### config.mk
export PLATFORM = sky130hd
export DESIGN_NAME = cmos_init_sequencer
export DESIGN_NICKNAME = d
export VERILOG_FILES = /design/src/rtl/cmos_init_pkg.sv /design/src/rtl/cmos_ms_timer.sv /design/src/rtl/cmos_init_sequencer.sv
export SDC_FILE = /design/constraint.sdc
export NUM_CORES = 1
export LEC_CHECK = 0
export ABC_AREA = 1
export CORE_ASPECT_RATIO = 0.9
export CORE_MARGIN = 1.5
export CORE_UTILIZATION = 53
export CTS_CLUSTER_SIZE = 10
export DETAILED_ROUTE_END_ITERATION = 8
export MAX_ROUTING_LAYER = met4
export PLACE_DENSITY = 0.85
export SLEW_MARGIN = 25
export SYNTH_ARGS = -nofsm -noshare
export SYNTH_HDL_FRONTEND = slang
export SYNTH_SLANG_ARGS = --single-unit
### constraint.sdc
create_clock -name clk_24M -period 1.85 [get_ports clk_24M]
set_clock_uncertainty 0.15 [all_clocks]
set_input_delay 0.37 -clock clk_24M [delete_from_list [all_inputs] [get_ports clk_24M]]
set_output_delay 0.37 -clock clk_24M [all_outputs]
set_load 0.01 [all_outputs]
### src/rtl/cmos_init_pkg.sv
`default_nettype none
// ============================================================================
// Module   : cmos_init_pkg
// Brief    : Shared types and table-entry field layout for the CMOS sensor
//            register-initialisation sequencer.
// Revision : 1.0 - initial release
// ============================================================================
package cmos_init_pkg;

   typedef enum logic [2:0] {
      ST_IDLE  = 3'd0,
      ST_FETCH = 3'd1,
      ST_REQ   = 3'd2,
      ST_WAIT  = 3'd3,
      ST_GAP   = 3'd4,
      ST_DELAY = 3'd5,
      ST_DONE  = 3'd6,
      ST_ERROR = 3'd7
   } state_t;

   // A table entry carrying this register address is a wait of reg_data ms
   localparam logic [15:0] DELAY_MARKER = 16'hFFFF;

   localparam int c_ENTRY_ADDR_MSB = 23;
   localparam int c_ENTRY_ADDR_LSB = 8;
   localparam int c_ENTRY_DATA_MSB = 7;
   localparam int c_ENTRY_DATA_LSB = 0;

   function automatic logic [15:0] entry_addr(input logic [23:0] entry);
      return entry[c_ENTRY_ADDR_MSB:c_ENTRY_ADDR_LSB];
   endfunction

   function automatic logic [7:0] entry_data(input logic [23:0] entry);
      return entry[c_ENTRY_DATA_MSB:c_ENTRY_DATA_LSB];
   endfunction

endpackage
`default_nettype wire

### src/rtl/cmos_ms_timer.sv
`default_nettype none
// ============================================================================
// Module   : cmos_ms_timer
// Brief    : Free-running millisecond tick generator; one-cycle tick every
//            MS_CYCLES clocks while enabled, restarts whenever enable drops.
// Revision : 1.0 - initial release
// ============================================================================
module cmos_ms_timer #(
   parameter int MS_CYCLES = 24000
) (
   input  logic clk_24M,
   input  logic reset_n,
   input  logic i_enable,
   output logic o_tick
);

   localparam logic [14:0] c_MS_LAST = 15'(MS_CYCLES - 1);

   logic [14:0] r_ms_cnt;

   always_ff @(posedge clk_24M or negedge reset_n) begin
      if (!reset_n) begin
         r_ms_cnt <= '0;
      end else if (!i_enable || (r_ms_cnt == c_MS_LAST)) begin
         r_ms_cnt <= '0;
      end else begin
         r_ms_cnt <= r_ms_cnt + 15'd1;
      end
   end

   assign o_tick = i_enable && (r_ms_cnt == c_MS_LAST);

endmodule
`default_nettype wire

### src/rtl/cmos_init_sequencer.sv
`default_nettype none
// ============================================================================
// Module   : cmos_init_sequencer
// Brief    : Walks a register table, issuing one I2C write per entry with an
//            idle gap after each; 16'hFFFF entries are millisecond waits.
//            Define CMOS_INIT_RETRY_EN to re-issue NACKed entries up to
//            RETRY_MAX times before aborting.
// Revision : 1.0 - initial release
// ============================================================================
module cmos_init_sequencer
   import cmos_init_pkg::*;
#(
   parameter int REG_NUM    = 252,
   parameter int RETRY_MAX  = 3,
   parameter int GAP_CYCLES = 256,
   parameter int MS_CYCLES  = 24000
) (
   input  logic        clk_24M,
   input  logic        reset_n,
   input  logic        initial_en,
   output logic [7:0]  lut_index,
   input  logic [23:0] lut_data,
   output logic        i2c_req,
   output logic [15:0] i2c_addr,
   output logic [7:0]  i2c_wdata,
   input  logic        i2c_done,
   input  logic        i2c_nack,
   output logic        config_done,
   output logic        config_err,
   output logic [7:0]  fail_index
);

   localparam int                 c_GAP_W    = (GAP_CYCLES > 1) ? $clog2(GAP_CYCLES) : 1;
   localparam logic [c_GAP_W-1:0] c_GAP_LAST = c_GAP_W'(GAP_CYCLES - 1);
   localparam logic [c_GAP_W-1:0] c_GAP_ONE  = c_GAP_W'(1);
   localparam logic [7:0]         c_LAST_IDX = 8'(REG_NUM - 1);

   state_t             r_state, w_state_next;
   logic [7:0]         r_lut_index, w_index_next;
   logic               r_i2c_req, w_req_next;
   logic [15:0]        r_i2c_addr, w_addr_next;
   logic [7:0]         r_i2c_wdata, w_wdata_next;
   logic               r_config_done, w_done_next;
   logic               r_config_err, w_err_next;
   logic [7:0]         r_fail_index, w_fail_next;
   logic [c_GAP_W-1:0] r_gap_cnt, w_gap_next;
   logic [7:0]         r_ms_left, w_ms_left_next;
   logic               w_entry_end;
   logic               w_ms_tick;

`ifdef CMOS_INIT_RETRY_EN
   localparam int                   c_RETRY_W     = ($clog2(RETRY_MAX + 1) > 2) ? $clog2(RETRY_MAX + 1) : 2;
   localparam logic [c_RETRY_W-1:0] c_RETRY_LIMIT = c_RETRY_W'(RETRY_MAX);
   localparam logic [c_RETRY_W-1:0] c_RETRY_ONE   = c_RETRY_W'(1);

   logic [c_RETRY_W-1:0] r_retry_cnt, w_retry_next;
   logic                 r_reissue, w_reissue_next;
`else
   logic [31:0] w_retry_max_unused;
   assign w_retry_max_unused = RETRY_MAX;
`endif

   cmos_ms_timer #(
      .MS_CYCLES (MS_CYCLES)
   ) u_ms_timer (
      .clk_24M  (clk_24M),
      .reset_n  (reset_n),
      .i_enable (r_state == ST_DELAY),
      .o_tick   (w_ms_tick)
   );

   always_comb begin
      w_state_next   = r_state;
      w_index_next   = r_lut_index;
      w_req_next     = r_i2c_req;
      w_addr_next    = r_i2c_addr;
      w_wdata_next   = r_i2c_wdata;
      w_done_next    = r_config_done;
      w_err_next     = r_config_err;
      w_fail_next    = r_fail_index;
      w_gap_next     = r_gap_cnt;
      w_ms_left_next = r_ms_left;
      w_entry_end    = 1'b0;
`ifdef CMOS_INIT_RETRY_EN
      w_retry_next   = r_retry_cnt;
      w_reissue_next = r_reissue;
`endif

      case (r_state)
         ST_IDLE: begin
            if (initial_en) begin
               w_state_next = ST_FETCH;
               w_index_next = 8'd0;
            end
         end
         ST_FETCH: begin
            if (entry_addr(lut_data) == DELAY_MARKER) begin
               w_ms_left_next = entry_data(lut_data);
               w_state_next   = ST_DELAY;
            end else begin
               w_addr_next  = entry_addr(lut_data);
               w_wdata_next = entry_data(lut_data);
               w_state_next = ST_REQ;
            end
         end
         ST_REQ: begin
            w_req_next   = 1'b1;
            w_state_next = ST_WAIT;
         end
         ST_WAIT: begin
            // A done pulse only counts while our request is actually up
            if (i2c_done && r_i2c_req) begin
               w_req_next = 1'b0;
               w_gap_next = '0;
               if (!i2c_nack) begin
                  w_state_next = ST_GAP;
`ifdef CMOS_INIT_RETRY_EN
                  w_retry_next = '0;
               end else if (r_retry_cnt < c_RETRY_LIMIT) begin
                  w_retry_next   = r_retry_cnt + c_RETRY_ONE;
                  w_reissue_next = 1'b1;
                  w_state_next   = ST_GAP;
`endif
               end else begin
                  w_err_next   = 1'b1;
                  w_fail_next  = r_lut_index;
                  w_state_next = ST_ERROR;
               end
            end
         end
         ST_GAP: begin
            if (r_gap_cnt == c_GAP_LAST) begin
               w_gap_next = '0;
`ifdef CMOS_INIT_RETRY_EN
               if (r_reissue) begin
                  w_reissue_next = 1'b0;
                  w_state_next   = ST_FETCH;
               end else begin
                  w_entry_end = 1'b1;
               end
`else
               w_entry_end = 1'b1;
`endif
            end else begin
               w_gap_next = r_gap_cnt + c_GAP_ONE;
            end
         end
         ST_DELAY: begin
            if (r_ms_left == 8'd0) begin
               w_entry_end = 1'b1;
            end else if (w_ms_tick) begin
               w_ms_left_next = r_ms_left - 8'd1;
               w_entry_end    = (r_ms_left == 8'd1);
            end
         end
         ST_DONE,
         ST_ERROR: begin
         end
         default: w_state_next = ST_IDLE;
      endcase

      if (w_entry_end) begin
         if (r_lut_index == c_LAST_IDX) begin
            w_done_next  = 1'b1;
            w_state_next = ST_DONE;
         end else begin
            w_index_next = r_lut_index + 8'd1;
            w_state_next = ST_FETCH;
         end
      end

      // Losing initial_en abandons everything, even an in-flight write
      if (!initial_en) begin
         w_state_next   = ST_IDLE;
         w_index_next   = '0;
         w_req_next     = 1'b0;
         w_addr_next    = '0;
         w_wdata_next   = '0;
         w_done_next    = 1'b0;
         w_err_next     = 1'b0;
         w_fail_next    = '0;
         w_gap_next     = '0;
         w_ms_left_next = '0;
`ifdef CMOS_INIT_RETRY_EN
         w_retry_next   = '0;
         w_reissue_next = 1'b0;
`endif
      end
   end

   always_ff @(posedge clk_24M or negedge reset_n) begin
      if (!reset_n) begin
         r_state       <= ST_IDLE;
         r_lut_index   <= '0;
         r_i2c_req     <= 1'b0;
         r_i2c_addr    <= '0;
         r_i2c_wdata   <= '0;
         r_config_done <= 1'b0;
         r_config_err  <= 1'b0;
         r_fail_index  <= '0;
         r_gap_cnt     <= '0;
         r_ms_left     <= '0;
`ifdef CMOS_INIT_RETRY_EN
         r_retry_cnt   <= '0;
         r_reissue     <= 1'b0;
`endif
      end else begin
         r_state       <= w_state_next;
         r_lut_index   <= w_index_next;
         r_i2c_req     <= w_req_next;
         r_i2c_addr    <= w_addr_next;
         r_i2c_wdata   <= w_wdata_next;
         r_config_done <= w_done_next;
         r_config_err  <= w_err_next;
         r_fail_index  <= w_fail_next;
         r_gap_cnt     <= w_gap_next;
         r_ms_left     <= w_ms_left_next;
`ifdef CMOS_INIT_RETRY_EN
         r_retry_cnt   <= w_retry_next;
         r_reissue     <= w_reissue_next;
`endif
      end
   end

   assign lut_index   = r_lut_index;
   assign i2c_req     = r_i2c_req;
   assign i2c_addr    = r_i2c_addr;
   assign i2c_wdata   = r_i2c_wdata;
   assign config_done = r_config_done;
   assign config_err  = r_config_err;
   assign fail_index  = r_fail_index;

endmodule
`default_nettype wire

==> reports/metrics.cfg, run 1 <==
[synthesis]
synth_top_area_share_pct = 47.5
ys_top_cells_by_count = nand2_1 (159), dfrtp_1 (77), inv_1 (48), nand3_1 (46), nor2_1 (45)
syn-mean-instance-area_um2 = 7.68
synth.net_count = 564
synth_enable_flop_cells = 0
async_reset_ff_share_pct = 100
synth_sequential_area_ratio_pct = 47.5
ys.warnings.count = 0
synth_cell_types = 36
synth_top_cells_by_area = dfrtp_1 (47%), nand2_1 (15%), nand3_1 (5.7%)
post_synth_instance_area_mm2 = 0.00406
synthDominantAreaCellType = dfrtp_1
ys_ff_latch = 77
most_instantiated_library_cell_after_synthesis = nand2_1
postSynthCellCount = 529
synth_flop_cell = dfrtp_1

[worst_setup_path]
worst-endpoint-arrival_ns = 1.29
timing_worst_setup_path_type = flip-flop to output port
cp_cell_sequence = clkdlybuf4s50_1
r2r_cells = 10
critPathBufInv = 1
worstReg2RegStart = r_gap_cnt[1]
critical-path-max-stage-delay_ns = 0.57
crit_start = i2c_addr[7]
crit_path_start_kind = flip-flop
cp_data_required_time_ns = 1.33
critical_path.slowest_cell = clkdlybuf4s50_1
worst-path-max-fanout = 2
timing.reg2reg.setup_slack_ns = 0.04
critPathCaptureType = output port
crit-reg2reg-capture = lut_index[0]
critical-path-top-delay-family = buffers and inverters

[global_routing]
via_count_of_the_first_global_routing_pass = 3989
grt_pass1_wl_um = 17800
globalRoute.totalOverflow = 0
grt_max_degree = 42
antenna_found_initial = 0
grt_overall_usage_pct = 28.5

[routing]
drc_errors = 0
detail_route.vias_per_cell = 5.41
vias = 4089
detail_route.wirelength_um = 10600
detailedRoute.firstPassIterationCount = 5
initial_detailed_routing_violation_count = 203
wl_per_instance_um = 14.0
final_antenna_net_count = 0

[run_status]
run_status = completed

[floorplan]
initial_utilization_pct = 54.4
core_area_mm2 = 0.00747
core.rowCount = 30
die_y_um = 86.0
io_count = 72
fp.dieArea_mm2 = 0.00820
width_of_the_chip_um = 95.3

[power_and_ir_drop]
comb_power_share_pct = 41.9
power.static_leakage_uw = 0.00272
cellInternalPower_uw = 3790
power.clock.fraction_pct = 23.1
power.density_cell_area_mw_per_mm2 = 1110
vdd_ir_drop_max_mv = 0.621
switching_power_uw = 2390
total_power_uw = 6180
proportion_of_total_power_due_to_net_switching_pct = 38.7
seq_power_share_pct = 35.0

[timing]
worst_pin_slew_ns = 0.297
final-hold-violation-count = 0
timing.final.crit_share_pct = 98.1
max_freq_mhz = 551
maxSlewViolCount = 0
final_setup_tns_ns = 0
finalCriticalPeriod_ns = 1.81
slew-limit-headroom_pct = 80.0
setup_repair_after_global_routing_missed_its_margin = yes
report.final.setup_viol = 0

[worst_hold_path]
min-delay-path-class = primary input to async pin

[layout]
final_layout_size_suffix_gt1_share_pct = 18.6
post-route-cell-area_mm2 = 0.00558
finalNetCount = 690
area_delta_synth_final_pct = 37.4
antenna_cells_inserted = 0

[place]
hpwlAfterDp_um = 7510
gpl.final_weighted_congestion = 0.891
port_buffers = 71
placement.cell_area_mm2 = 0.00520

[job]
maxCapViolCount = 0

[clock_tree]
clock_tree.htree_level_count = 3
clkTransAtPathRegs_ns = 0.09
clockBufferDepth = 2
cts_root_buffer = clkbuf_8
clock_tree_from_tritoncts = yes
numCtsBuffers = 9
clock-sinks = 77
insertion_delay_ns = 0.36

[flip-flops by register name, indices dropped and copies added (netlist names)]
| register | flops |
|---|---|
| u_ms_timer.r_ms_cnt | 15 |
| r_state | 3 |
| config_err | 1 |
| config_done | 1 |
| lut_index | 8 |
| fail_index | 8 |
| r_ms_left | 8 |
| i2c_req | 1 |
| r_gap_cnt | 8 |
| i2c_addr | 16 |
| i2c_wdata | 8 |
[cells by family after synthesis]
family                   synth area share, %
AO/OA/AOI/OAI                           8.97
adder cells (fa/ha/maj)                 1.85
AND/OR/NAND/NOR                         33.2
buffers and inverters                   7.27
XOR/XNOR                                1.29
flip-flops                              47.5
[power groups by stage]
stage	clock, µW	combinational (µW)	sequential, µW
2_1_floorplan	0	1350	2250
3_3_place_gp	0	2350	2180
3_5_place_dp	0	2440	2200
4_1_cts	1460	2520	2160
5_1_grt	1520	2870	2200
6_report	1430	2590	2160
[final cells by class]
class | count | area, µm²
sequential | 77 | 1930
multi-input combinational | 378 | 1910
fill | 547 | 1890
timing repair buffer | 127 | 1160
inverter | 62 | 238
clock buffer | 9 | 124
tap | 96 | 120
clock inverter | 7 | 100
[stage by stage]
step / hold slack (ns) / worst slack [ns] / utilization, % / instances
final: 0.253 / 0.0355 / 74.7 / 756
after global routing: 0.263 / -0.0671 / 74.7 / 756
after CTS: 0.242 / -0.0175 / 73.5 / 754
after detailed placement: 0.0878 / -0.222 / 69.6 / 732
after global placement: 0.0854 / -0.173 / 69.6 / 732
after floorplan: -0.0756 / 0.128 / - / 529
[worst register-to-register path, cell delays in order, from the launching register on]
cell and delay [ns]:
dfrtp_1 0.36, ha_2 0.19, nand2_2 0.07, nor2_2 0.09, nand2_1 0.07, nor2_2 0.14, nand3_2 0.13, nand3_4 0.16
buf_6 0.13, nand4_1 0.10, o21ai_1 0.15
[per-layer routing]
metal	global-route usage, %	vias to the layer above	share of wire, %
li1	-	1961	-
met1	34.0	1914	42
met2	46.8	178	50
met3	5.32	36	5.8
met4	12.5	0	2.7
met5	-	-	0
[placed cells by master, fill, tap and decap left out, types with 2 or more instances in the layout]
cell	n
o21ai_1	20
xnor2_1	3
nand4_1	10
clkdlybuf4s50_1	64
dlygate4sd2_1	2
inv_2	11
inv_1	48
nand3_1	42
nand3_2	6
nor2_4	4
nand2_1	156
dfrtp_1	76
inv_4	2
a21oi_1	15
buf_4	53
nor3b_1	3
o22ai_1	2
o21ai_0	27
buf_6	2
clkbuf_8	9
clkinv_4	4
ha_1	4
nor3_1	11
nor2_1	40
nor2_2	10
nand2_2	6
dlymetal6s2s_1	4
bufinv_16	2
xor2_1	3
nor3_2	2
[worst max path at each step]
| stage | to | cells after the start |
|---|---|---|
| 4_1_cts | lut_index[0] | 10 |
| 3_3_place_gp | r_ms_left[7] | 11 |
| 5_1_grt | lut_index[0] | 10 |
| 2_1_floorplan | r_state[2] | 11 |
| 6_report | i2c_addr[7] | 1 |
| 3_5_place_dp | i2c_wdata[0] | 10 |
[what timing repair did]
action,CTS,global route
hold buffers,1,0
resized for setup,7,21
pin swaps,1,8
cloned,0,0
endpoints found under the hold margin,52,0
setup buffers,5,2
endpoints found under the setup margin,14,33
Power figures use the tool's default switching activity.
==> run 2: changes to the inputs <==
- MAX_ROUTING_LAYER: met4 -> default
- TNS_END_PERCENT: default -> 50
==> run 2 against run 1 <==
Clock power about the same. Clock-buffer cell count increased by 1. Sequential power about the same. Sequential cell count unchanged. Total power increased by 0.25%.
==> reports/metrics.cfg, run 2 (synthesis results as in run 1) <==
[layout]
postLayoutCoreUtil_pct = 75.0
final_layout_size_suffix_gt1_share_pct = 19.3
flip_flop_count_of_the_largest_register_after_layout = 16
most_common_cell_after_layout_fill_and_taps_aside = nand2_1
finalNetCount = 687
area_delta_synth_final_pct = 37.9
final_cell_mix = nand2_1 (155), dfrtp_1 (75), clkdlybuf4s50_1 (61), buf_4 (49), inv_1 (47)
antenna_cells_inserted = 0
layout.area.seq_mm2 = 0.00193
multi_input_comb_area_mm2 = 0.00196
n_fill_cell = 482

[routing]
vias = 4119
detail_route.wirelength_um = 10800
detailedRoute.firstPassIterationCount = 7
drc_errors = 0
final_antenna_net_count = 0
detail_route.vias_per_cell = 5.47
initial_detailed_routing_violation_count = 291
wl_per_instance_um = 14.3

[global_routing]
antenna_found_initial = 0
grt_pass1_wl_um = 17700
grt_overall_usage_pct = 27.3
globalRoute.totalOverflow = 0
grt_max_degree = 37
via_count_of_the_first_global_routing_pass = 4025

[clock_tree]
clock-sinks = 77
numCtsBuffers = 9
cts_root_buffer = clkbuf_8
clock_tree.htree_level_count = 3
insertion_delay_ns = 0.35
clkTransAtPathRegs_ns = 0.08
clockBufferDepth = 2
clock_tree_from_tritoncts = yes

[worst_setup_path]
cp_data_required_time_ns = 1.33
worstReg2RegStart = r_gap_cnt[0]
r2r_cells = 10
crit-reg2reg-capture = lut_index[0]
crit_path_start_kind = flip-flop
critical-path-top-delay-family = buffers and inverters
critPathCaptureType = output port
worst-path-max-fanout = 2
timing.reg2reg.setup_slack_ns = 0.07
timing_worst_setup_path_type = flip-flop to output port
cp_cell_sequence = clkdlybuf4s50_1
crit_cells = 1
critical-path-max-stage-delay_ns = 0.55
critPathBufInv = 1
worst-endpoint-arrival_ns = 1.30
critical_path.slowest_cell = clkdlybuf4s50_1

[timing]
timing.final.crit_share_pct = 98.2
finalCriticalPeriod_ns = 1.82
setup_repair_after_global_routing_missed_its_margin = yes
max_freq_mhz = 550
worst_pin_slew_ns = 0.331
final-hold-violation-count = 0
slew-limit-headroom_pct = 77.7
maxSlewViolCount = 0
report.final.setup_viol = 0

[place]
gpl.final_weighted_congestion = 0.892
port_buffers = 71
hpwlAfterDp_um = 7670

[floorplan]
core_area_mm2 = 0.00747
width_of_the_chip_um = 95.3
io_count = 72
die_y_um = 86.0
core.rowCount = 30
initial_utilization_pct = 54.4
fp.dieArea_mm2 = 0.00820

[worst_hold_path]
min-delay-path-class = primary input to async pin

[power_and_ir_drop]
vdd_ir_drop_max_mv = 0.553
total_power_uw = 6200
power.density_cell_area_mw_per_mm2 = 1110
power.static_leakage_uw = 0.00272

[job]
maxCapViolCount = 0

[run_status]
run_status = completed

[run 2: cell types whose count changed in the layout (fill, tap and decap cells not counted), sizes merged]
cell,before,now
clkinv,6,2
buf,56,53
clkdlybuf4s50,64,61
clkinvlp,0,3
dlygate4sd2,2,4
clkbuf,9,10
dlymetal6s2s,4,5
[run 2: worst max-delay path by stage]
stage | slack [ns] | from | end
floorplan | 0.13 | r_gap_cnt[0] | r_state[2]
global placement | -0.18 | lut_data[21] | r_ms_left[3]
detailed placement | -0.26 | lut_data[9] | r_ms_left[3]
CTS | 0.002 | r_gap_cnt[0] | lut_index[0]
global route | -0.03 | r_gap_cnt[1] | lut_index[0]
finish | 0.03 | fail_index[4] | fail_index[4]
[run 2: layout make-up]
type,count,area share (%)
clock buffer,10,2.28
clock inverter,6,1.56
inverter,62,4.25
multi-input combinational,378,34.9
sequential,77,34.5
tap,96,2.15
timing repair buffer,124,20.4
[run 2: metal layers]
layer  wire length, µm  up-vias  track usage (%)
met5                 0        -                0
met4               221        0             8.41
met3               636       26             6.65
met2              5540      175             46.6
met1              4400     1969             33.9
li1                  -     1949                -
[run 2: worst register-to-register path, cell delays in order, from the launching register on]
cell and delay, ns:
dfrtp_1 0.37, ha_2 0.20, nand2_2 0.07, nor2_2 0.10, nand2_1 0.07, nor2_2 0.12, nand3_2 0.13, nand3_4 0.16
buf_4 0.15, nand4_1 0.08, o21ai_1 0.11
[run 2: metrics by stage]
stage | setup slack, ns | hold WS [ns] | setup TNS (ns) | cells | cell area (µm²)
finish | 0.0329 | 0.308 | 0 | 753 | 5600
global route | -0.0299 | 0.298 | -0.223 | 753 | 5600
CTS | 0.00163 | 0.296 | 0 | 748 | 5430
detailed placement | -0.264 | 0.131 | -8.10 | 730 | 5190
global placement | -0.181 | 0.127 | -5.69 | 730 | 5190
floorplan | 0.128 | -0.0756 | 0 | 529 | 4060
[run 2: timing repair]
item                                    4_1_cts  5_1_grt
endpoints found under the setup margin       10       49
hold buffers                                  1        0
hold endpoints to repair                     19        0
pin swaps                                     0        6
resized for setup                             7       38
buffers inserted                              1        5
[run 2: where the power goes]
group / leakage [µW] / internal (µW) / switching [µW]
sequential: 0.00106 / 1950 / 234
clock: 0.0000985 / 758 / 639
combinational: 0.00157 / 1070 / 1550
==> run 3: changes to the inputs <==
- GPL_ROUTABILITY_DRIVEN: default -> 0
- clock period: 1.85 -> 1.83 ns (I/O delays scaled with it)
==> run 3 against run 2 <==
Core utilization rose by 1.7 points. Hold slack improved by 0.017 ns. Sequential power barely moved. Critical path type is now flip-flop to flip-flop. Clock-buffer cell count rose by 1. Final area rose by 2.2%. Sequential cell count did not move. The flow now finishes with violations (setup timing). Combinational power rose by 3%. Critical endpoint is now r_state[2].
==> reports/metrics.cfg, run 3 (synthesis results as in run 1) <==
[routing]
final_antenna_net_count = 0
detail_route.vias_per_cell = 5.47
wl_per_instance_um = 14.6
initial_detailed_routing_violation_count = 277
drc_errors = 0
vias = 4147
detail_route.wirelength_um = 11000
detailedRoute.firstPassIterationCount = 5

[worst_setup_path]
critPathBufInv = 1
crit-reg2reg-capture = r_state[2]
worst-endpoint-arrival_ns = 2.04
worst-path-max-fanout = 8
critical-path-top-delay-family = simple AND/OR/NAND/NOR gates
cp_cell_sequence = ha_2 > nand2_2 > nor2_2 > nand2_2 > nor2_4 > nand3_4 > nand3_4 > inv_2 > o21ai_1 > nand2_1 > nand2_1
critPathCaptureType = flip-flop
timing_worst_setup_path_type = flip-flop to flip-flop
timing.reg2reg.setup_slack_ns = -0.06
r2r_cells = 11
worstReg2RegStart = r_gap_cnt[1]
crit_path_start_kind = flip-flop
critical-path-max-stage-delay_ns = 0.36
critical_path.slowest_cell = dfrtp_1
cp_data_required_time_ns = 1.98

[floorplan]
initial_utilization_pct = 54.4
io_count = 72
width_of_the_chip_um = 95.3
core.rowCount = 30
core_area_mm2 = 0.00747
fp.dieArea_mm2 = 0.00820
die_y_um = 86.0

[layout]
area_delta_synth_final_pct = 41.0
finalNetCount = 692
antenna_cells_inserted = 0
most_common_cell_after_layout_fill_and_taps_aside = nand2_1
flip_flop_count_of_the_largest_register_after_layout = 16
final_layout_size_suffix_gt1_share_pct = 21.9
n_fill_cell = 482
final_cell_mix = nand2_1 (146), dfrtp_1 (74), clkdlybuf4s50_1 (53), buf_4 (53), inv_1 (47)
post-route-cell-area_mm2 = 0.00572
instances_no_fill = 758

[global_routing]
antenna_found_initial = 0
grt_overall_usage_pct = 26.5
via_count_of_the_first_global_routing_pass = 3810
globalRoute.totalOverflow = 0
grt_pass1_wl_um = 16900
grt-busiest-layer = met2
globalRouteMet3Util_pct = 5.67
grt_max_degree = 78
gr-usage-met2_pct = 45.3
grt_use_met1_pct = 32.4

[run_status]
run_status = finished with violations
violations = setup timing

[worst_hold_path]
hp-start = i2c_addr[15]
hold_path_end = i2c_addr[15]
min-delay-path-class = flip-flop to flip-flop
worst_hold_path_depth = 2

[place]
post-place-cells = 731
placement.cell_area_mm2 = 0.00519
hpwlAfterDp_um = 7260
port_buffers = 71

[power_and_ir_drop]
vdd_ir_drop_max_mv = 0.614
power.static_leakage_uw = 0.00284
power.density_cell_area_mw_per_mm2 = 1110

[timing]
max_freq_mhz = 528
slew-limit-headroom_pct = 73.0
setup_slack_ns = -0.0625
worst_pin_slew_ns = 0.405
final-hold-violation-count = 0
timing.final.crit_share_pct = 103
finalCriticalPeriod_ns = 1.89
report.final.setup_viol = 6
final_setup_tns_ns = -0.197
maxSlewViolCount = 0
setup_repair_after_global_routing_missed_its_margin = yes

[clock_tree]
insertion_delay_ns = 0.36
clock_tree.htree_level_count = 3
cts_root_buffer = clkbuf_8
clockBufferDepth = 2
clkTransAtPathRegs_ns = 0.08
clock_tree_from_tritoncts = yes
clock-sinks = 77
numCtsBuffers = 9

[job]
maxCapViolCount = 0

-- run 3: worst max-delay path by stage --
| stage | from | depth (start not counted) | endpoint |
|---|---|---|---|
| final | r_gap_cnt[1] | 11 | r_state[2] |
| after global routing | r_gap_cnt[0] | 11 | r_state[2] |
| after CTS | u_ms_timer.r_ms_cnt[1] | 9 | u_ms_timer.r_ms_cnt[12] |
| after detailed placement | lut_data[8] | 11 | r_ms_left[3] |
| after global placement | lut_data[9] | 11 | r_ms_left[3] |
| after floorplan | r_gap_cnt[0] | 11 | r_state[2] |
-- run 3: per-stage QoR --
stage,power (µW),util (%),hold WS [ns],setup slack [ns]
floorplan,3640,-,-0.0796,0.108
detailed placement,4670,69.5,0.266,-0.287
global route,6710,76.6,0.343,-0.0914
finish,6350,76.6,0.325,-0.0625
global placement,4580,69.5,0.262,-0.200
CTS,6110,72.9,0.327,0.00379
-- run 3: repair_timing --
| item | CTS | global route |
|---|---|---|
| hold endpoints to repair | 77 | 0 |
| pin swaps | 0 | 27 |
| gates resized for setup | 15 | 59 |
| endpoints found under the setup margin | 18 | 40 |
| hold buffers | 1 | 0 |
| cloned | 0 | 0 |
| setup buffers | 0 | 10 |
-- run 3: routing by layer --
layer | vias to the layer above | routed length, µm
li1 | 1963 | -
met1 | 1951 | 4370
met2 | 186 | 5630
met3 | 47 | 667
met4 | 0 | 369
met5 | - | 0
-- run 3: tightest hold or removal path, cell delays in order, from the launching register on --
cell     delay (ns)
dfrtp_1        0.35
nand2_1        0.05
nand2_1        0.05
-- run 3: cell type report --
cell class | instances | area (µm²) | area share (%)
Multi-Input combinational cell | 378 | 2030 | 35.4
Sequential cell | 77 | 1930 | 33.7
Clock inverter | 5 | 83.8 | 1.46
Tap cell | 96 | 120 | 2.10
Clock buffer | 11 | 141 | 2.47
Inverter | 62 | 235 | 4.11
Timing Repair Buffer | 129 | 1190 | 20.7
-- run 3: power breakdown --
part / switching, µW / total, µW / internal (µW)
clock network: 648 / 1460 / 808
registers: 231 / 2200 / 1970
logic: 1590 / 2690 / 1100
==> RTL change 1 (config.mk and constraints of run 3) <==
Change the parameter `GAP_CYCLES` from 256 to 512.
--- a/src/rtl/cmos_init_sequencer.sv
+++ b/src/rtl/cmos_init_sequencer.sv
@@ -14,3 +14,3 @@
    parameter int RETRY_MAX  = 3,
-   parameter int GAP_CYCLES = 256,
+   parameter int GAP_CYCLES = 512,
    parameter int MS_CYCLES  = 24000
Formal check against the unedited RTL: same outputs for any inputs over 10 cycles, from zero or initial values and one cycle with reset_n low; that may be too few to reach the edited logic, so the function may still have changed.
==> RTL change 1 against run 3 <==
The flow still finishes with violations (negative setup slack). Final area up 3.8%. Total power up 3.6%. Hold slack worse by 0.043 ns. Synthesized cell count up 0.95%. Routed wire length up 4.7%. Sequential cell count up 1. Area after synthesis up 3.1%. Core utilization up 1.7 points. Setup slack worse by 0.074 ns. Sequential share of layout area down 0.84 points. Largest cell class unchanged.
==> RTL change 1: results (changes against run 3) <==
* Worst Hold Class: in -> reg
* Share of cells above drive strength 1 at 0.221 (+0.00202)
* Hold path start: initial_en
* Clock Tree Root: clkbuf_8
* Clock Path Buffers at 2 (unchanged)
* Ant diodes at 0 (unchanged)
* Worst Hold Slack at 0.282 ns (-0.0435 ns)
* Rel. slew slack at 0.701 (-0.0289)
* Met2 GRT Util at 0.449 (-0.00443)
* FF-to-FF path depth at 11 (unchanged)
* First-pass GRT wire length at 17.9 mm (+5.9%)
* Warnings from Yosys at 0 (unchanged)
* Final setup violating endpoints at 16 (+10)
* Critical path data arrival time at 2.06 ns (+0.02 ns)
* Drt first pass iters at 5 (unchanged)
* Total Routed Length at 11.6 mm (+4.7%)
* Top cells by count, synth: nand2_1, dfrtp_1, nand3_1, inv_1, nor2_1
* Largest cells by area after synthesis: dfrtp_1, nand2_1, nand3_1
* Run status: finished with violations
* Filler Cells Inserted at 479 (-0.62%)
* Failing checks: negative setup slack
* Clock transition at the registers of the reported paths at 0.08 ns (about the same)
* Critical Path Fanout Max at 6 (-2)
* Layout Nets at 696 (+0.58%)
* Synth cell types at 38 (+5.6%)
* Hpwl dp at 7.50 mm (+3.3%)
* Leakage power at 0.00290 uW (+2.2%)
* Post-Place Cell Area at 5340 sq um (+2.9%)
* Vias in the first global route at 3962 (+4.0%)
* Post-synth ARST share at 1.00 (unchanged)
* Worst-skew pair later-pin latency at 0.36 ns (about the same)
* Routed via count at 4240 (+2.2%)
* Setup ws final at -0.137 ns (-0.0743 ns)
* Net count after synthesis at 570 (+1.1%)
* Post-synthesis sequential area ratio at 0.466 (-0.00821)
* Pins over their slew limit at 0 (unchanged)
* H-tree depth at 3 (unchanged)
* Setup TNS at -1.43 ns (-1.24 ns)
* Cells on Worst Hold Path at 3 (+1)
* Largest net degree at the start of global routing at 79 (+1.3%)
* Drt initial violations at 270 (-2.5%)
* Global Route Usage Sum at 0.263 (-0.00226)
* WHS Endpoint: i2c_req
* GR Layer Usage met3 at 0.0594 (+0.00265)
* Reg2reg start: r_gap_cnt[0]
* Worst flop-to-flop path endpoint: r_state[0]
* Antenna violations before repair at 0 (unchanged)
* Met1 Use GR at 0.327 (+0.00301)
* Peak supply drop at 0.000584 V (-4.9%)
* Synth area leader: dfrtp_1
## RTL change 1: cell types whose count changed in the layout (fill, tap and decap cells not counted), moves of 8 or more
cell,delta
nand2_1,-36
nand3_1,+33
inv_1,+11
o21ai_1,-11
a21oi_1,-8
inv_2,-8
## RTL change 1: worst max-delay path by stage
stage / startpoint / end / slack (ns) / depth (start not counted)
finish: r_gap_cnt[0] / r_state[0] / -0.14 / 11
global placement: lut_data[9] / i2c_addr[7] / -0.24 / 9
floorplan: r_gap_cnt[0] / lut_index[5] / -0.02 / 12
CTS: r_gap_cnt[1] / lut_index[3] / -0.10 / 12
global route: r_gap_cnt[0] / r_state[0] / -0.25 / 11
detailed placement: lut_data[8] / r_state[2] / -0.30 / 10
## RTL change 1: metrics by stage
step	std cells	utilization	setup WS, ns
final	761	0.784	-0.137
after global placement	737	0.705	-0.241
after floorplan	534	-	-0.0222
after global routing	761	0.784	-0.246
after detailed placement	737	0.705	-0.296
after CTS	757	0.754	-0.101
## RTL change 1: kinds of logic (layout without fill, tap and decap cells)
| logic type | count (synthesis) | in the layout | synth area share |
|---|---|---|---|
| AO/OA/AOI/OAI | 60 | 60 | 0.0945 |
| XOR/XNOR | 9 | 9 | 0.0188 |
| adder cells (fa/ha/maj) | 7 | 7 | 0.0209 |
| buffers and inverters | 83 | 213 | 0.0804 |
| flip-flops | 78 | 78 | 0.466 |
| multiplexers | 1 | 1 | 0.00239 |
| AND/OR/NAND/NOR | 296 | 297 | 0.317 |
## RTL change 1: cell type report
cell class	instances	share of cell area
Multi-Input combinational cell	374	0.355
Inverter	66	0.0425
Clock buffer	11	0.0255
Sequential cell	78	0.329
Tap cell	96	0.0202
Timing Repair Buffer	131	0.206
Clock inverter	5	0.0217
## RTL change 1: power breakdown
part	internal [uW]	switching (uW)	total [uW]
Combinational	1110	1470	2590
Clock	1120	656	1780
Sequential	1990	229	2220
## RTL change 1: what timing repair did
item                                    CTS  global route
resized for setup                        27            57
cloned                                    1             0
endpoints found under the setup margin   22            72
endpoints found under the hold margin    78             0
pin swaps                                11            15
buffers inserted                          2             4
hold buffers                              1             0
## RTL change 1: per-layer routing
layer  routed length [microns]  up-vias
li1                          -     2004
met1                      4750     2048
met2                      5890      168
met3                       716       20
met4                       195        0
met5                         0        -
## RTL change 1: critical path: stages (launching register included)
cell	delay, ns
dfrtp_1	0.36
ha_2	0.19
nand4_1	0.14
nor3_2	0.21
ha_2	0.20
inv_2	0.05
nor2_4	0.10
nor2_4	0.06
nand2_4	0.14
nand2_1	0.12
nand2_1	0.09
o21ai_1	0.06
==> RTL change 2 (settings of run 3) <==
Without the edit above. `r_i2c_addr` and `r_i2c_wdata` no longer have a reset.
--- a/src/rtl/cmos_init_sequencer.sv
+++ b/src/rtl/cmos_init_sequencer.sv
@@ -195,4 +195,2 @@
          r_i2c_req     <= 1'b0;
-         r_i2c_addr    <= '0;
-         r_i2c_wdata   <= '0;
          r_config_done <= 1'b0;
@@ -210,4 +208,2 @@
          r_i2c_req     <= w_req_next;
-         r_i2c_addr    <= w_addr_next;
-         r_i2c_wdata   <= w_wdata_next;
          r_config_done <= w_done_next;
@@ -222,2 +218,7 @@
       end
+   end
+
+   always_ff @(posedge clk_24M) begin
+      r_i2c_addr  <= w_addr_next;
+      r_i2c_wdata <= w_wdata_next;
    end
Check against the original RTL: differs if reset_n is asserted again (counterexample within 4 cycles, from zero or initial values and one cycle with reset_n low); with reset_n held inactive, the same outputs for 10 cycles.
==> RTL change 2 against run 3 <==
Core utilization down 3.5 points. Critical endpoint is now lut_index[3]. Largest power group unchanged. Routed wire length up 1.3%. First-iteration DRC count down 4.7%. Final area down 4.6%. Total power up 8.0%. Sequential cell count unchanged. Setup slack better by 0.060 ns. Critical path type unchanged. The flow still finishes with violations (negative setup slack). Global-route usage down 0.31 points. Area after synthesis down 0.37%.
==> RTL change 2: results (changes against run 3) <==
* Run status: finished with violations
* Failing checks: negative setup slack
* Delay-heaviest family, CP: simple AND/OR/NAND/NOR gates
* First-pass GRT wire length at 16.6 mm (-2.1%)
* Post-CTS resize count at 14 (-1)
* Vias in the first global route at 3665 (-3.8%)
* Top sig layer: met4
* Switching portion of total power at 0.376 (-0.0136)
* Net count after synthesis at 548 (-2.8%)
* Hold path start: initial_en
* Critical Path Fanout Max at 7 (-1)
* H-tree depth at 3 (unchanged)
* Top cells by count, synth: nor2_1, nand2_1, dfrtp_1, o21ai_0, nand3_1
* Rel. slew slack at 0.707 (-0.0228)
* Leakage power at 0.00244 uW (-14%)
* Worst Hold Class: in -> reg
* WL met1 at 4.61 mm (+5.6%)
* Met1 Use GR at 0.335 (+0.0111)
* Setup TNS at -0.00199 ns (+0.195 ns)
* Clock Path Buffers at 2 (unchanged)
* Largest cells by area after synthesis: dfrtp_1, dfxtp_1, nor2_1
* Antenna violations before repair at 0 (unchanged)
* Global Route Usage Sum at 0.262 (-0.00314)
* Synth cell types at 42 (+17%)
* Sequential Power Share at 0.346 (about the same)
* Cells on Worst Hold Path at 3 (+1)
* Peak supply drop at 0.000578 V (-5.8%)
* Critical Path Start: r_ms_left[6]
* Post-synthesis sequential area ratio at 0.447 (-0.0279)
* Drt initial violations at 264 (-4.7%)
* GR Layer Usage met3 at 0.0718 (+0.0151)
* Final setup violating endpoints at 1 (-5)
* Post-DR vias/cell at 5.60 (+2.4%)
* Max FFs per register at 16 (unchanged)
* Routed met2 length at 5.56 mm (-1.2%)
* FF-to-FF path depth at 9 (-2)
* Share of cells above drive strength 1 at 0.202 (-0.0174)
* WHS Endpoint: i2c_req
* Worst setup path end: lut_index[3]
* Layout Nets at 650 (-6.1%)
* P_clk at 1550 uW (+6%)
* Critical path data arrival time at 1.92 ns (-0.12 ns)
* Ys flop type: dfrtp_1
* Slowest cell delay on critical path at 0.43 ns (+0.07 ns)
* Postcts setup bufs at 1 (+1)
* Final number of hold-violating endpoints at 0 (unchanged)
* Largest net degree at the start of global routing at 58 (-26%)
* Hpwl dp at 7.35 mm (+1.1%)
* Worst-skew pair later-pin latency at 0.36 ns (about the same)
* Setup ws final at -0.00199 ns (+0.0605 ns)
* Clock transition at the registers of the reported paths at 0.08 ns (about the same)
* Met3 wire len at 668 microns (+0.15%)
* Avg WL per Cell at 15.6 microns (+7.2%)
* Post-synth ARST share at 0.688 (-0.312)
* Ant diodes at 0 (unchanged)
* Met2 GRT Util at 0.431 (-0.0226)
## RTL change 2: cell count changes in the layout (fill, tap and decap cells not counted), sizes merged, moves of 3 or more
cell / delta
dfrtp: -24
dfxtp: +24
inv: -17
dlymetal6s2s: -3
o21ai: +19
a21oi: +15
buf: -24
nand2: -70
nor3: -4
clkdlybuf4s50: +3
nor3b: -4
nor2: +43
## RTL change 2: worst reg2reg max path, delay by kind of cell, from the launching register on
kind	cells	cell delay (ns)
simple gates	6	0.88
compound gates	2	0.11
buf+inv	1	0.14
flops	1	0.43
## RTL change 2: logic make-up after synthesis
logic type | synth area share
buffers and inverters | 0.0674
flip-flops | 0.447
multiplexers | 0.00247
AO/OA/AOI/OAI | 0.141
adder cells (fa/ha/maj) | 0.0186
XOR/XNOR | 0.0108
AND/OR/NAND/NOR | 0.313
## RTL change 2: area by class of cell
class	instances	area, sq um
Inverter	46	179
Tap cell	96	120
Multi-Input combinational cell	377	2100
Clock buffer	10	128
Clock inverter	6	111
Timing Repair Buffer	104	1010
Fill cell	532	2010
Sequential cell	77	1810
## RTL change 2: metrics by stage
| stage | total power (uW) | std cells | instance area (sq um) | worst slack, ns | hold slack (ns) |
|---|---|---|---|---|---|
| 2_1_floorplan | 3960 | 513 | 4050 | 0.191 | -0.0796 |
| 3_3_place_gp | 5010 | 687 | 4980 | -0.209 | 0.235 |
| 3_5_place_dp | 5130 | 687 | 4980 | -0.317 | 0.241 |
| 4_1_cts | 6690 | 705 | 5240 | 0.000652 | 0.176 |
| 5_1_grt | 7240 | 716 | 5460 | -0.0623 | 0.183 |
| 6_report | 6860 | 716 | 5460 | -0.00199 | 0.174 |
